--- src/rtl/apb_slave_regfile.sv ---
// rtl/apb_slave_regfile.sv - APB completer with R/W register bank, write counter and wait states
module apb_slave_regfile #(
    parameter int DEPTH       = 16,
    parameter int WAIT_CYCLES = 1
) (
    input  logic       clk,
    input  logic       rst,
    input  logic [7:0] paddr,
    input  logic       psel,
    input  logic       penable,
    input  logic       pwrite,
    input  logic [8:0] pwdata,
    output logic [8:0] prdata,
    output logic       pready,
    output logic       pslverr
);

    localparam int         AW        = (DEPTH > 1) ? $clog2(DEPTH) : 1;
    localparam logic [2:0] WAIT_INIT = 3'(WAIT_CYCLES);
    localparam logic [7:0] CNT_ADDR  = 8'hFF;

    typedef enum logic {
        IDLE,
        ACCESS
    } state_t;

    state_t        state;
    logic [2:0]    cnt;
    logic [7:0]    addr_q;
    logic          wr_q;
    logic [8:0]    wdata_q;
    logic [8:0]    wr_cnt;
    logic [8:0]    mem [DEPTH];

    logic          reg_hit;
    logic          cnt_hit;
    logic          done;
    logic [AW-1:0] idx;

    // Decode of the latched transfer; the counter is only reachable by reads
    assign idx     = addr_q[AW-1:0];
    assign reg_hit = (int'(addr_q) < DEPTH);
    assign cnt_hit = (addr_q == CNT_ADDR) && !wr_q;
    assign done    = (state == ACCESS) && (cnt == 3'd0);

    // Response is a pure function of registered state, so no APB input reaches pready/prdata/pslverr
    always_comb begin
        pready  = done;
        pslverr = done && !(reg_hit || cnt_hit);
        prdata  = '0;
        if (done && !wr_q && reg_hit) begin
            prdata = mem[idx];
        end else if (done && cnt_hit) begin
            prdata = wr_cnt;
        end
    end

    // Transfer FSM: latch on setup, count wait states, commit legal writes on the closing edge
    always_ff @(posedge clk or posedge rst) begin
        if (rst) begin
            state   <= IDLE;
            cnt     <= '0;
            addr_q  <= '0;
            wr_q    <= 1'b0;
            wdata_q <= '0;
            wr_cnt  <= '0;
            for (int i = 0; i < DEPTH; i++) begin
                mem[i] <= '0;
            end
        end else begin
            case (state)
                IDLE: begin
                    // An access phase without a preceding setup is ignored
                    if (psel && !penable) begin
                        addr_q  <= paddr;
                        wr_q    <= pwrite;
                        wdata_q <= pwdata;
                        cnt     <= WAIT_INIT;
                        state   <= ACCESS;
                    end
                end
                ACCESS: begin
                    if (!psel) begin
                        // Master abandoned the transfer: nothing is committed
                        state <= IDLE;
                    end else if (cnt != 3'd0) begin
                        cnt <= cnt - 3'd1;
                    end else begin
                        if (wr_q && reg_hit) begin
                            mem[idx] <= wdata_q;
                            wr_cnt   <= wr_cnt + 9'd1;
                        end
                        state <= IDLE;
                    end
                end
                default: state <= IDLE;
            endcase
        end
    end

endmodule

--- config.mk ---
export PLATFORM = sky130hd
export DESIGN_NAME = apb_slave_regfile
export DESIGN_NICKNAME = d
export VERILOG_FILES = /design/src/rtl/apb_slave_regfile.sv
export SDC_FILE = /design/constraint.sdc
export NUM_CORES = 1
export LEC_CHECK = 0
export CORE_ASPECT_RATIO = 0.75
export CORE_MARGIN = 2
export CORE_UTILIZATION = 35
export DETAILED_ROUTE_END_ITERATION = 16
export GPL_TIMING_DRIVEN = 0
export REMOVE_ABC_BUFFERS = 1
export SETUP_SLACK_MARGIN = 0.4
export SLEW_MARGIN = 20
export SYNTH_ARGS = -nofsm -noshare
export SYNTH_HDL_FRONTEND = slang
export SYNTH_SLANG_ARGS = --single-unit
--- constraint.sdc ---
create_clock -name clk -period 10.45 [get_ports clk]
set_input_delay 1.045 -clock clk [delete_from_list [all_inputs] [get_ports clk]]
set_output_delay 1.045 -clock clk [all_outputs]
set_load 0.1 [all_outputs]
[After elaboration in Yosys (flattened, before gate mapping)]
Index checks and enable logic that the tools add are counted.
Word-level totals
  output and inout port bits: 11
  bits of input ports: 22
  logic and storage cells: 68
  flip-flop bits (word level): 175
Operators by class
  mux-type cells: 16
  order comparisons: 3
  bitwise logic cells: 3
  reduce and logical (&&, ||, !) cells: 18
  add/subtract/negate cells: 2
  equality and inequality tests: 4
Operators with widths (number)
  144-bit bitwise mux: 1
  9-bit 2-to-1 mux: 5
  9-bit binary-select mux with 4-bit select: 1
  9-bit demux with 4-bit select: 1
  9-bit by 1-bit adder with 9-bit output (second input constant): 1
  1-bit logical AND: 9
  3-bit 2-to-1 mux: 3
  8-bit equality test (second input constant): 1
  8-bit by 5-bit less-than comparator with 1-bit output (second input constant): 1
  3-bit one-hot mux with 2 select lines: 1
  5-bit greater-or-equal comparator (second input constant): 1
  5-bit by 1-bit less-than comparator with 1-bit output (second input constant): 1
  4-bit NOT with 5-bit output: 1
  2-bit inequality test (second input constant): 2
  4-bit AND reduction: 1
  1-bit zero test: 3
  3-bit zero test: 1
  1-bit 2-to-1 mux: 3
  3-bit AND reduction: 1
  3-bit nonzero test: 1
  3-bit by 1-bit subtractor with 3-bit output (second input constant): 1
  2-bit by 1-bit inequality test with 1-bit output (second input constant): 1
  1-bit NOT: 2
  1-bit one-hot mux with 2 select lines: 1
  other kinds (2): 2

[Depth between registers and ports, before layout]
Gate-level depths: netlist of run 1.
  depth after elaboration: 6
  mapped depth: 9
  gate-level depth less buffers: 7

[Worst setup path after synthesis of run 1]
Ideal clock, no wire load.
  kind: flip-flop to output port
  start: reg cnt[0]
  end: out prdata[0]
  setup slack: 5.396 ns
  arrival: 4.009 ns
  cell stages (with the launch flop): 10
  required time: 9.405 ns
  path buffers: 2
  cells stage by stage: dfrtp_1 inv_1 ha_1 ha_1 nand3b_1 or2_1 buf_6 or3_1 buf_1 o21ai_0
Between the ends
  longest elaborated chain between the ends: 5
  elaborated cells on any way between the ends: 7
  those cells by class: mux: 2; reduce/logical: 5
Ends and longest elaborated chain
  from (decl): line 28  | logic [2:0] cnt;
  from (signal assigned): line 87  | cnt <= cnt - 3'd1;
  3-bit zero test *: line 44  | assign done = (state == ACCESS) && (cnt == 3'd0);
  1-bit logical AND *: line 44
  1-bit logical AND, on equally long branches: line 53, 51
  9-bit 2-to-1 mux / 1-bit logical AND (equally long branches): line 53, 51
  9-bit 2-to-1 mux *: line 51  | if (done && !wr_q && reg_hit) begin
  to (decl): line 13  | output logic [8:0] prdata,
Mark *: on every way between the ends. The rest lies on a longest branch, timed or not.

[Final worst setup path of run 1]
  start: reg cnt[0]
  end: out prdata[3]
The elaborated chain is that of the path after synthesis.

==> results_dict.tcl, run 1 <==
set metrics [dict create \
    cap_violations 0 \
    dieArea_mm2 0.0241 \
    cts_buffers 17 \
    timing.final.crit_share 0.529 \
    synth_edf_count 0 \
    post_cts_buffers 0 \
    synthCells 521 \
    io_buffers 32 \
    antenna_found_initial 0 \
    worst_slack_ns 4.92 \
    ant_nets 0 \
    status "finished clean" \
    wl_um 17900 \
    ir_drop_uv 106 \
    power_density_mw_per_mm2 175 \
    muxShareOfSynthArea 0.344 \
    yosys.area_share.adder 0.00470 \
    nets 574 \
    synth_compound_area_frac 0.0230 \
    tns_ns 0 \
    fin_total_pwr_mw 1.62 \
    die_w_um 178 \
    die_h_um 135 \
    hold_buffers 0 \
    cts_resized 0 \
    worstPathArrival_ns 4.49 \
    drt_iter0_drc 259 \
    fmax_ghz 0.181 \
    setup_violations 0 \
    synth-async-reset-ratio 1.00 \
    grt_pass1_wl_um 28300 \
    endpoint_kind "output pin" \
    cts.sinks 175 \
    grt_overflow 0 \
    clockBufferDepth 2 \
    hold_viol_final 0 \
    rsz0062_at_grt "false" \
    initial_core_util 0.360 \
    clock_skew_ns 0.00953 \
    dr.pass1.iters 5 \
    final-max-slew-violation-count 0 \
    drt-vias-per-instance 5.37 \
    yosysSeqAreaShare 0.548 \
    cts_htree_levels 4 \
    critical_path_required_ns 9.41 \
    cts_root_buf "clkbuf_16" \
    fin_cells 856 \
    tightest_slew_ns 0.993 \
    detail_route.wl_per_cell_um 20.9 \
    drc 0 \
    p_leak_nw 4.29 \
    synth-xor-area-share 0.00877 \
    areaGrowthSynthToFinish_pct 16.2 \
    ys_warn_count 0 \
    fin_crit_ns 5.53 \
    synth-simple-area-share 0.0528 \
    avgSynthCellArea_um2 15.3 \
    core_region_area_mm2 0.0222 \
    dp_cells 824 \
    grt_pass1_vias 4893 \
    synth_top_family_by_area "multiplexers" \
    ioPinCount 33 \
    min_path_type "register to register" \
    cts.clk_slew.worst_paths_ns 0.06 \
    maxSlewHeadroom 0.336 \
    ys_dominant_reg_cell "dfrtp_1" \
    place_congestion 0.768 \
    cp_max_fo 9 \
    gr-usage-all-layers 0.159 \
    critPathKind "register to output pin" \
    grt_max_degree 105 \
    dp_hpwl_um 11700 \
    synth_area_mm2 0.00799 \
    start_kind "register" \
    clock_latency_ns 0.43 \
    drive_gt1_frac 0.450 \
    antennaDiodeCount 0 \
    dpl_worst_slack_ns 5.48 \
    synth-seq-cells 175 \
    num_vias 4599 \
    ys_types 38 \
    rows 47 \
    whs_ns 0.503 \
    cts_tree "done" \
]
kinds of logic (layout without fill, tap and decap cells):
group | after synthesis | in the layout
flops | 175 | 175
simple gates | 64 | 64
buf+inv | 37 | 78
fa+ha+maj | 3 | 3
mux | 209 | 209
xor+xnor | 8 | 8
compound gates | 25 | 25
cell usage after synthesis (all sizes together), types with 2 or more instances:
library cell | n | share of area
xnor2 | 6 | 0.0066
nor2 | 5 | 0.0023
nand2b | 3 | 0.0023
nand4 | 2 | 0.0016
mux2 | 163 | 0.23
and3 | 2 | 0.0016
ha | 3 | 0.0047
or3 | 2 | 0.0016
clkbuf | 18 | 0.0085
mux2i | 10 | 0.013
dfrtp | 175 | 0.55
xor2 | 2 | 0.0022
a222oi | 4 | 0.0050
nor4 | 9 | 0.012
nand4b | 2 | 0.0022
nand3 | 6 | 0.0038
a22o | 2 | 0.0022
o21ai | 6 | 0.0038
o211ai | 5 | 0.0047
nor3 | 6 | 0.0094
buf | 12 | 0.0075
inv | 7 | 0.0033
mux4 | 36 | 0.10
a22oi | 6 | 0.0056
nand3b | 3 | 0.0028
nand2 | 18 | 0.0085
nor2b | 3 | 0.0023
cell usage in the layout (no fill, tap or decap), drive strengths merged, types with 3 or more instances in the layout:
cell type      count
dfrtp            175
mux2             163
mux4              36
clkdlybuf4s50     32
clkbuf            19
nand2             18
inv               12
mux2i             10
nor4               9
buf                7
xnor2              6
nand3              6
o21ai              6
a22oi              6
nor3               6
nor2               5
o211ai             5
a222oi             4
clkinv             4
nand2b             3
nand3b             3
ha                 3
nor2b              3
registers in the layout, summed over array words and instances, names as in the netlist:
name / count
addr_q: 8
cnt: 3
mem: 144
state: 1
wdata_q: 9
wr_cnt: 9
wr_q: 1
critical path, stage by stage, from the launching register on:
cell,delay [ns]
dfrtp_1,0.39
inv_1,0.09
ha_1,0.16
ha_1,0.24
nand3b_1,0.32
or2_1,0.53
or3_1,0.60
o21ai_0,0.49
clkdlybuf4s50_1,1.23
cell type report:
| cell class | instances | area (µm²) |
|---|---|---|
| Clock buffer | 19 | 443 |
| Clock inverter | 13 | 155 |
| Fill cell | 2043 | 12900 |
| Inverter | 7 | 33.8 |
| Multi-Input combinational cell | 309 | 3490 |
| Sequential cell | 175 | 4390 |
| Tap cell | 294 | 368 |
| Timing Repair Buffer | 39 | 408 |
worst paths after layout:
path,startpoint,endpoint,slack (ns),cells past startpoint
worst min-delay path,mem[137],mem[137],0.50,1
min in group asynchronous,rst,mem[35],1.06,2
worst min register to register,mem[137],mem[137],0.50,1
max in group asynchronous,rst,addr_q[1],8.48,3
worst max-delay path,cnt[0],prdata[3],4.92,8
worst max register to register,cnt[0],mem[137],7.40,7
stage by stage:
step / area [µm²] / util
2_1_floorplan: 7870 / -
5_1_grt: 9280 / 0.418
4_1_cts: 9280 / 0.418
3_5_place_dp: 8680 / 0.391
3_3_place_gp: 8550 / 0.385
6_report: 9280 / 0.418
power breakdown:
part           internal [mW]  switching, mW
Clock                  0.365          0.281
Sequential             0.707         0.0920
Combinational         0.0877         0.0886
Total                   1.16          0.462
layer usage:
metal	global-route usage	up-vias	share of wire
li1	-	2016	-
met4	0.0461	0	0.016
met2	0.236	128	0.44
met1	0.238	2429	0.50
met3	0.0296	26	0.045
met5	0	-	0
Note: power is estimated with default switching activity, not from simulation.
==> inputs of run 2 (changes only) <==
Clock period 10.45 ns to 4.5 ns, I/O delays scaled along.
==> run 2 against run 1 <==
  * Clock power is 130% higher
  * Cell count stayed put
  * Utilization is 0.15 points lower
  * Design area is 0.35% lower
  * Critical endpoint is now prdata[6]
==> results_dict.tcl, run 2 (synthesized netlist as in run 1, its figures left out) <==
set metrics [dict create \
    grt_overflow 0 \
    rr_startpoint "cnt[0]" \
    nets 574 \
    tightest_slew_ns 0.958 \
    cts_htree_levels 4 \
    clockBufferDepth 2 \
    p_leak_nw 4.30 \
    largest_register_ff_count 144 \
    gr-usage-all-layers 0.159 \
    cap_violations 0 \
    drive_gt1_frac 0.468 \
    setup_violations 0 \
    drt-vias-per-instance 5.35 \
    reg_top3 "mem x144, wdata_q x9, wr_cnt x9" \
    detail_route.wl_per_cell_um 21.0 \
    final_cell_area_mm2 0.00925 \
    grt_pass1_wl_um 28300 \
    r2r_end "mem[137]" \
    endpoint_kind "output pin" \
    io_buffers 32 \
    clock_skew_ns 0.0112 \
    start_kind "register" \
    die_w_um 178 \
    antennaDiodeCount 0 \
    dp_hpwl_um 11700 \
    dpl_worst_slack_ns 0.125 \
    grt_max_degree 105 \
    fin_crit_ns 4.00 \
    rrSetupSlack_ns 1.46 \
    worstSetupStartpoint "cnt[0]" \
    hold_viol_final 0 \
    post_cts_buffers 0 \
    layout_common_cells "dfrtp_1 (172), mux2_2 (162), mux4_2 (36)" \
    ir_drop_uv 247 \
    min_path_type "primary input to asynchronous set/reset pin" \
    worst_slack_ns 0.495 \
    place_area_mm2 0.00868 \
    timing.final.crit_share 0.890 \
    initial_core_util 0.360 \
    clock_latency_ns 0.43 \
    status "finished clean" \
    power_density_mw_per_mm2 407 \
    dp_cells 824 \
    top_register "mem" \
    critPathCapture "prdata[6]" \
    cts_tree "done" \
    dieArea_mm2 0.0241 \
    ant_nets 0 \
    rows 47 \
    maxSlewHeadroom 0.359 \
    critPathKind "register to output pin" \
    fmax_ghz 0.250 \
    drc 0 \
    grt_pass1_vias 4881 \
    antenna_found_initial 0 \
    cp_max_fo 9 \
    num_vias 4576 \
    drt_iter0_drc 260 \
    hold_buffers 0 \
    rsz0062_at_grt "false" \
    core_region_area_mm2 0.0222 \
    dr.pass1.iters 7 \
    final-max-slew-violation-count 0 \
    cts.clk_slew.worst_paths_ns 0.06 \
    areaGrowthSynthToFinish_pct 15.7 \
    cts_root_buf "clkbuf_16" \
    r2r_cells 7 \
    place_congestion 0.768 \
    cts_buffers 17 \
    wl_um 18000 \
    die_h_um 135 \
    cts.sinks 175 \
    critical_path_required_ns 4.05 \
    layout_commonest_cell "dfrtp_1" \
    ioPinCount 33 \
    worstPathArrival_ns 3.55 \
    fin_cells 856 \
]
[run 2: cell types whose count changed in the layout (fill, tap and decap cells not counted)]
cell	before	now
buf_2	2	6
o21ai_0	6	5
clkbuf_4	0	5
clkdlybuf4s50_1	32	23
o21ai_1	0	1
or2_2	0	1
or2_1	1	0
[run 2: worst min path at each step]
stage | from | to | slack [ns] | depth (start not counted)
CTS | rst | mem[35] | 0.50 | 2
finish | rst | mem[35] | 0.46 | 2
detailed placement | wr_cnt[7] | wr_cnt[7] | 0.48 | 1
global placement | mem[140] | mem[140] | 0.46 | 1
global route | mem[8] | mem[8] | 0.51 | 1
floorplan | wr_cnt[8] | wr_cnt[8] | 0.44 | 1
[run 2: worst max-delay path, stage by stage (launching register included)]
cell and delay, ns:
dfrtp_1 0.39, inv_1 0.09, ha_1 0.16, ha_1 0.24, nand3b_1 0.33, or2_2 0.54, or3_1 0.56, o211ai_1 0.40
clkbuf_4 0.41
[run 2: area by class of cell]
type                    instances  area [µm²]
repair buffers                 39         375
flip-flops and latches        175        4390
clock buffers                  19         443
well taps                     294         368
multi-input cells             309        3490
inverters                       7        33.8
fillers                      2050       13000
clock inverters                13         155
[run 2: repair_timing]
action,CTS,global route
resized for setup,50,7
endpoints found under the setup margin,9,9
gates cloned,0,0
[run 2: power by group]
group          switching (mW)  internal [mW]
clock network           0.655          0.848
registers               0.213           1.64
logic                   0.206          0.204
total                    1.07           2.69
[run 2: routing by layer]
| metal | vias to the layer above | global-route usage | wire length, µm |
|---|---|---|---|
| met5 | - | 0 | 0 |
| met1 | 2433 | 0.237 | 8870 |
| met4 | 0 | 0.0461 | 257 |
| li1 | 2010 | - | - |
| met3 | 22 | 0.0296 | 817 |
| met2 | 111 | 0.236 | 8020 |
[run 2: through the flow]
stage               hold slack [ns]   util  total power [mW]  TNS, ns
floorplan                     0.444      -              2.10  -122.00
global placement              0.463  0.385              2.25  -482.66
detailed placement            0.484  0.391              2.30        0
CTS                           0.496  0.416              3.81        0
global route                  0.514  0.416              3.93        0
finish                        0.463  0.416              3.77        0
